## config.mk

```make
export PLATFORM = sky130hd
export DESIGN_NAME = line_window_3x3
export DESIGN_NICKNAME = d
export VERILOG_FILES = /design/src/rtl/line_window_3x3_pkg.sv /design/src/rtl/sync_delay.sv /design/src/rtl/line_window_3x3.sv
export SDC_FILE = /design/constraint.sdc
export NUM_CORES = 1
export LEC_CHECK = 0
export BUFFER_PORTS_ARGS = -buffer_cell sky130_fd_sc_hd__clkbuf_2
export CAP_MARGIN = 20
export CELL_PAD_IN_SITES_DETAIL_PLACEMENT = 1
export CELL_PAD_IN_SITES_GLOBAL_PLACEMENT = 1
export CORE_UTILIZATION = 46
export DETAILED_ROUTE_END_ITERATION = 16
export PLACE_DENSITY = 0.93
export SYNTH_ARGS = -nofsm -noshare
export SYNTH_HDL_FRONTEND = slang
export SYNTH_HIERARCHICAL = 1
export SYNTH_SLANG_ARGS = --single-unit
export TNS_END_PERCENT = 20
```

## constraint.sdc

```tcl
create_clock -name CLK -period 2.75 [get_ports CLK]
set_input_delay 0.55 -clock CLK [delete_from_list [all_inputs] [get_ports CLK]]
set_output_delay 0.55 -clock CLK [all_outputs]
set_load 0.02 [all_outputs]
```

## src/rtl/line_window_3x3_pkg.sv

```systemverilog
// Shared definitions for the 3x3 line-window block: default widths,
// window geometry, front-end state encoding and the delayed sync payload.
`timescale 1ns/1ps
package line_window_3x3_pkg;

  localparam int DataWidthDefault  = 24;
  localparam int XAdrsWidthDefault = 11;
  localparam int YAdrsWidthDefault = 10;
  localparam int RdLatencyDefault  = 2;

  // Window is WinTaps rows by WinTaps columns.
  localparam int WinTaps = 3;

  // Rows before this index have fewer than three stored lines above them.
  localparam int RowValidMin = 3;

  // A window needs this many previously shifted columns in the current line.
  localparam int ColValidMin = 2;

  typedef enum logic {
    WAIT_VS = 1'b0,
    ACTIVE  = 1'b1
  } state_e;

  // Signals carried alongside the line-buffer read latency.
  typedef struct packed {
    logic de;
    logic hs;
    logic vs;
    logic row_valid;
  } sync_t;

endpackage

```

## src/rtl/sync_delay.sv

```systemverilog
// Fixed-depth register pipeline used to align video qualifiers with the
// line-buffer read data. A depth of zero is a plain wire.
`timescale 1ns/1ps
module sync_delay #(
  parameter int Depth = 2,
  parameter int Width = 1
) (
  input  logic             CLK,
  input  logic             RESET,
  input  logic [Width-1:0] D,
  output logic [Width-1:0] Q
);

  generate
    if (Depth == 0) begin : g_pass
      assign Q = D;
    end else begin : g_pipe
      logic [Width-1:0] stage [Depth];

      // Advance the payload one stage per clock; the last stage is the output.
      always_ff @(posedge CLK or negedge RESET) begin
        if (!RESET) begin
          for (int i = 0; i < Depth; i++) stage[i] <= '0;
        end else begin
          stage[0] <= D;
          for (int i = 1; i < Depth; i++) stage[i] <= stage[i-1];
        end
      end

      assign Q = stage[Depth-1];
    end
  endgenerate

endmodule

```

## src/rtl/line_window_3x3.sv

```systemverilog
// 3x3 sliding-window generator. Drives an external line buffer with
// {row,col} addresses, re-aligns the video qualifiers with its read taps
// and assembles a registered 3x3 window with valid and sync outputs.
`timescale 1ns/1ps
module line_window_3x3
  import line_window_3x3_pkg::*;
#(
  parameter  int DataWidth  = DataWidthDefault,
  parameter  int XADRSWidth = XAdrsWidthDefault,
  parameter  int YADRSWidth = YAdrsWidthDefault,
  parameter  int RdLatency  = RdLatencyDefault,
  localparam int ADRSWidth  = XADRSWidth + YADRSWidth
) (
  input  logic                   CLK,
  input  logic                   RESET,
  input  logic                   DE,
  input  logic                   HS,
  input  logic                   VS,
  input  logic [DataWidth-1:0]   DIN,
  output logic [ADRSWidth-1:0]   WA,
  output logic                   WEN,
  output logic [DataWidth-1:0]   WD,
  output logic [ADRSWidth-1:0]   RA,
  output logic                   REN,
  input  logic [DataWidth-1:0]   RD0,
  input  logic [DataWidth-1:0]   RD1,
  input  logic [DataWidth-1:0]   RD2,
  output logic [9*DataWidth-1:0] WIN,
  output logic                   WIN_VALID,
  output logic                   WIN_HS,
  output logic                   WIN_VS
);

  localparam logic [XADRSWidth-1:0] XMax = '1;
  localparam logic [YADRSWidth-1:0] YMax = '1;
  localparam logic [XADRSWidth-1:0] XOne = XADRSWidth'(1);
  localparam logic [YADRSWidth-1:0] YOne = YADRSWidth'(1);

  // ---------------------------------------------------------------------
  // Front end: frame state, pixel/line counters, line-buffer addressing
  // ---------------------------------------------------------------------
  state_e                state;
  logic [XADRSWidth-1:0] x;
  logic [YADRSWidth-1:0] y;
  logic                  vs_q;
  logic                  de_q;
  logic                  active;
  logic                  vs_rise;
  logic                  de_fall;
  logic                  de_gated;
  logic                  row_valid;

  // Edge detects and gated enables derived from the registered front-end state.
  always_comb begin
    // NOTE: every signal gets a value before any condition, so no path can infer a latch.
    active    = (state == ACTIVE);
    vs_rise   = VS & ~vs_q;
    de_fall   = de_q & ~DE;
    de_gated  = active & DE;
    row_valid = active & (y >= YADRSWidth'(RowValidMin));
  end

  // Frame FSM plus column/row counters; DE is ignored until the first VS edge.
  always_ff @(posedge CLK or negedge RESET) begin
    if (!RESET) begin
      state <= WAIT_VS;
      x     <= '0;
      y     <= '0;
      vs_q  <= 1'b0;
      de_q  <= 1'b0;
    end else begin
      // NOTE: state uses <= so every register here sees the pre-edge values of the others.
      vs_q <= VS;
      // Only DE seen while active can produce a line-end edge.
      de_q <= de_gated;
      case (state)
        WAIT_VS: begin
          x <= '0;
          y <= '0;
          if (vs_rise) state <= ACTIVE;
        end
        ACTIVE: begin
          if (DE) begin
            if (x != XMax) x <= x + XOne;
          end else begin
            x <= '0;
          end
          // A frame start beats a coincident line end.
          if (vs_rise) begin
            y <= '0;
          end else if (de_fall && (y != YMax)) begin
            y <= y + YOne;
          end
        end
        default: state <= WAIT_VS;
      endcase
    end
  end

  // Write and read share the same address: the buffer returns the rows above.
  assign WA  = {y, x};
  assign WEN = de_gated;
  assign WD  = DIN;
  assign RA  = {y, x};
  assign REN = de_gated;

  // ---------------------------------------------------------------------
  // Alignment of qualifiers with the line-buffer read data
  // ---------------------------------------------------------------------
  sync_t sync_in;
  sync_t sync_al;

  assign sync_in = '{de: de_gated, hs: HS, vs: VS, row_valid: row_valid};

  sync_delay #(
    .Depth (RdLatency),
    .Width ($bits(sync_t))
  ) u_sync_delay (
    .CLK   (CLK),
    .RESET (RESET),
    .D     (sync_in),
    .Q     (sync_al)
  );

  // ---------------------------------------------------------------------
  // Window assembly
  // ---------------------------------------------------------------------
  logic [DataWidth-1:0]   rd_tap       [WinTaps];
  logic [DataWidth-1:0]   win_q        [WinTaps][WinTaps];
  logic [DataWidth-1:0]   win_nxt      [WinTaps][WinTaps];
  logic [9*DataWidth-1:0] win_nxt_flat;
  logic [XADRSWidth-1:0]  acnt;
  logic                   win_fire;

  assign rd_tap[0] = RD0;
  assign rd_tap[1] = RD1;
  assign rd_tap[2] = RD2;

  // Shifted window contents and their packed form (slice 3*r+c, c=0 newest).
  always_comb begin
    win_nxt      = win_q;
    win_nxt_flat = '0;
    for (int r = 0; r < WinTaps; r++) begin
      win_nxt[r][0] = rd_tap[r];
      for (int c = 1; c < WinTaps; c++) win_nxt[r][c] = win_q[r][c-1];
      for (int c = 0; c < WinTaps; c++)
        win_nxt_flat[(WinTaps*r+c)*DataWidth +: DataWidth] = win_nxt[r][c];
    end
  end

  // A window is complete once two earlier columns of this line are held.
  assign win_fire = sync_al.de & sync_al.row_valid &
                    (acnt >= XADRSWidth'(ColValidMin));

  // Shift the window on aligned DE and publish it only when it is complete.
  always_ff @(posedge CLK or negedge RESET) begin
    if (!RESET) begin
      // NOTE: the window is plain flops rather than RAM, so it resets with everything else; the line-buffer storage sits outside this block.
      for (int r = 0; r < WinTaps; r++)
        for (int c = 0; c < WinTaps; c++) win_q[r][c] <= '0;
      acnt      <= '0;
      WIN       <= '0;
      WIN_VALID <= 1'b0;
      WIN_HS    <= 1'b0;
      WIN_VS    <= 1'b0;
    end else begin
      WIN_HS    <= sync_al.hs;
      WIN_VS    <= sync_al.vs;
      WIN_VALID <= win_fire;
      if (sync_al.de) begin
        win_q <= win_nxt;
        if (acnt != XMax) acnt <= acnt + XOne;
      end else begin
        acnt <= '0;
      end
      if (win_fire) WIN <= win_nxt_flat;
    end
  end

endmodule
```

==> metrics.csv <==
metric,value,unit
grt_max_degree,159,
synth.avg_cell_area,15.6,um^2
crit_path_cell_trace,inv_1 -> ha_1 -> nor4_1 -> a31oi_4 -> buf_4 -> mux2_2,
peakVddDrop,0.684,mV
synth_seq_cells,406,
drt_iter0_markers,308,
crit_type,reg -> reg,
rr_endpoint,WIN[41]$_DFFE_PN0P_,
maxSlewHeadroom,26.4,%
cap_viol_max_count,0,
syn_area,15800,um^2
grt_first_pass_wirelength,62.6,mm
dieArea,35100,um^2
yosysUniqueCellTypes,44,
start_util,46.9,%
tightest_slew,1.10,ns
layout_commonest_cell,dfrtp_1,
async_reset_ff_share,100,%
finClkSkew,0.0155,ns
num_antenna_cells,0,
fin_tns_setup,0,ns
coreArea,33700,um^2
grt_usage,22.7,%
power_density,1050,nW/um^2
slew_viol_final,0,
port_buffers,339,
root_buffer,clkbuf_16,
critPathLaunchType,register,
final_antenna_net_count,0,
synth.yosys.seq_area_share,64.3,%
worstHoldPathType,in -> reg,
status,"complete, no violations",
p_leak,9.34,nW
cts_buffer_depth,3,
setup_viol,0,
ios,388,
rr_startpoint,acnt[0]$_DFFE_PN0P_,
ys.flop_type,dfrtp_1,
viasPerCell,5.27,
nNetsFinal,1421,
hold_viol,0,
multiInputGateArea,4970,um^2
dr.pass1.iters,4,
power.switching,6.54,mW
layout_common_cells,"405 x dfrtp_1, 360 x mux2_2, 338 x clkbuf_2",
max_stage_delay,0.48,ns
critPathMaxFanout,82,
antenna_found_initial,0,
cts_tree,done,
syn-num-nets,1121,
fp-row-count,67,
critPathCapture,WIN[41]$_DFFE_PN0P_,
crit_slowest_cell,nor4_1,
vias,9461,
detailed_place.area,17600,um^2
gr-total-overflow,0,
gp_congestion,0.802,
crit_start,acnt[0]$_DFFE_PN0P_,
synth_edf_count,0,
worstPathArrival,2.90,ns
die_x,187,um
cts_made_buffers,42,
wirelength,39.2,mm
combinationalPowerShare,26.7,%
cp.required,3.16,ns
rsz0062_at_grt,no,
power_frac_seq,43.2,%
yosys_warnings,6,
post_cts_resized,0,
hpwl,25.6,mm
cts_sinks,406,
switching_share,32.8,%
grt_pass1_vias,10800,
fin_crit,2.49,ns
min_from,HS,
max_freq,402,MHz
synthToLayoutAreaGrowth,20.8,%
syn_inst,1016,
path_clk_slew,0.06,ns
regArea,10200,um^2
wire_per_inst,21.8,um
fin_area,19100,um^2
die_h,187,um
end_kind,register,
internal-power,13.4,mW
rr_worst_depth,6,
ff2ff_setup_slack,0.26,ns
period_share,90.4,%
power.share.clock,30.1,%
drive_above_1_share,58.4,%
insertion_delay,0.53,ns
htreeDepth,2,
route.detailed.drc,0,
n_fill_cell,3264,
synthesized netlist by cell type (7+ instances only):
master,number,area [um^2]
buf_2,18,90.1
dfrtp_1,406,10200
mux2_2,360,4050
nor3_1,8,40.0
xnor2_1,7,61.3
buf_4,50,375
nor2_1,18,67.6
inv_1,9,33.8
buf_6,10,113
nand2_1,22,82.6
nand3_1,12,60.1
clkbuf_1,17,63.8
power groups by stage:
stage / clock network, mW / registers (mW) / logic [mW]
after detailed placement: 0 / 8.68 / 5.32
after global placement: 0 / 8.51 / 5.08
final: 6.01 / 8.62 / 5.32
after floorplan: 0 / 10.0 / 1.65
after global routing: 6.37 / 8.81 / 5.63
after CTS: 6.17 / 8.65 / 5.41
layout make-up:
type                    count  area share [%]
flip-flops and latches    406            53.2
multi-input cells         504            26.0
repair buffers            353            9.90
clock buffers              62            6.53
well taps                 448            2.94
clock inverters            13            1.17
inverters                   9           0.177
metal layers:
metal | vias up | track usage, % | wire [um]
li1 | 4119 | - | -
met1 | 4940 | 26.2 | 15000
met2 | 312 | 41.9 | 21000
met3 | 90 | 4.58 | 2050
met4 | 0 | 7.19 | 1080
met5 | - | 0 | 0
timing repair:
action,CTS,global route
endpoints found under the hold margin,16,0
hold buffers,1,0
setup buffers,0,0
worst max-delay path: cells and delay by family, from the launching register on:
kind / cells / cell delay, ns
multiplexers: 1 / 0.44
flip-flops: 1 / 0.41
AO/OA/AOI/OAI: 1 / 0.18
adder cells (fa/ha/maj): 1 / 0.22
AND/OR/NAND/NOR: 1 / 0.48
buffers and inverters: 2 / 0.54
cells by family (layout without fill, tap and decap cells):
logic type	after synthesis	after routing	share of synthesized area (%)
mux	364	364	25.9
buf+inv	106	437	4.33
xor+xnor	9	9	0.499
flops	406	406	64.3
simple gates	91	91	2.91
compound gates	36	36	1.73
fa+ha+maj	4	4	0.317
how the worst min path moves through the flow:
stage,endpoint,cells after the start
2_1_floorplan,WIN[0]$_DFFE_PN0P_,0
3_3_place_gp,WIN_HS$_DFF_PN0_,0
3_5_place_dp,u_sync_delay/Q[3]$_DFF_PN0_,0
4_1_cts,u_sync_delay/g_pipe.stage[6]$_DFF_PN0_,1
5_1_grt,u_sync_delay/g_pipe.stage[6]$_DFF_PN0_,1
6_report,u_sync_delay/g_pipe.stage[6]$_DFF_PN0_,1
flip-flops by register name (all words and copies together), names as in the netlist:
register                   flops
WIN                          216
WIN_HS                         1
WIN_VALID                      1
WIN_VS                         1
acnt                          11
active                         1
de_q                           1
u_sync_delay/Q                 4
u_sync_delay/g_pipe.stage      4
vs_q                           1
win_nxt                      144
x                             11
y                             10
stage by stage:
stage	total power, mW	util [%]	worst slack, ns	hold WS [ns]	instances
final	20.0	56.6	0.264	0.152	1795
after global routing	20.8	56.6	0.154	0.126	1795
after CTS	20.2	56.6	0.280	0.125	1795
after detailed placement	14.0	52.2	0.302	0.338	1719
after global placement	13.6	52.2	0.386	0.332	1719
after floorplan	11.7	-	0.871	0.254	1016
Power figures use the tool's default switching activity.
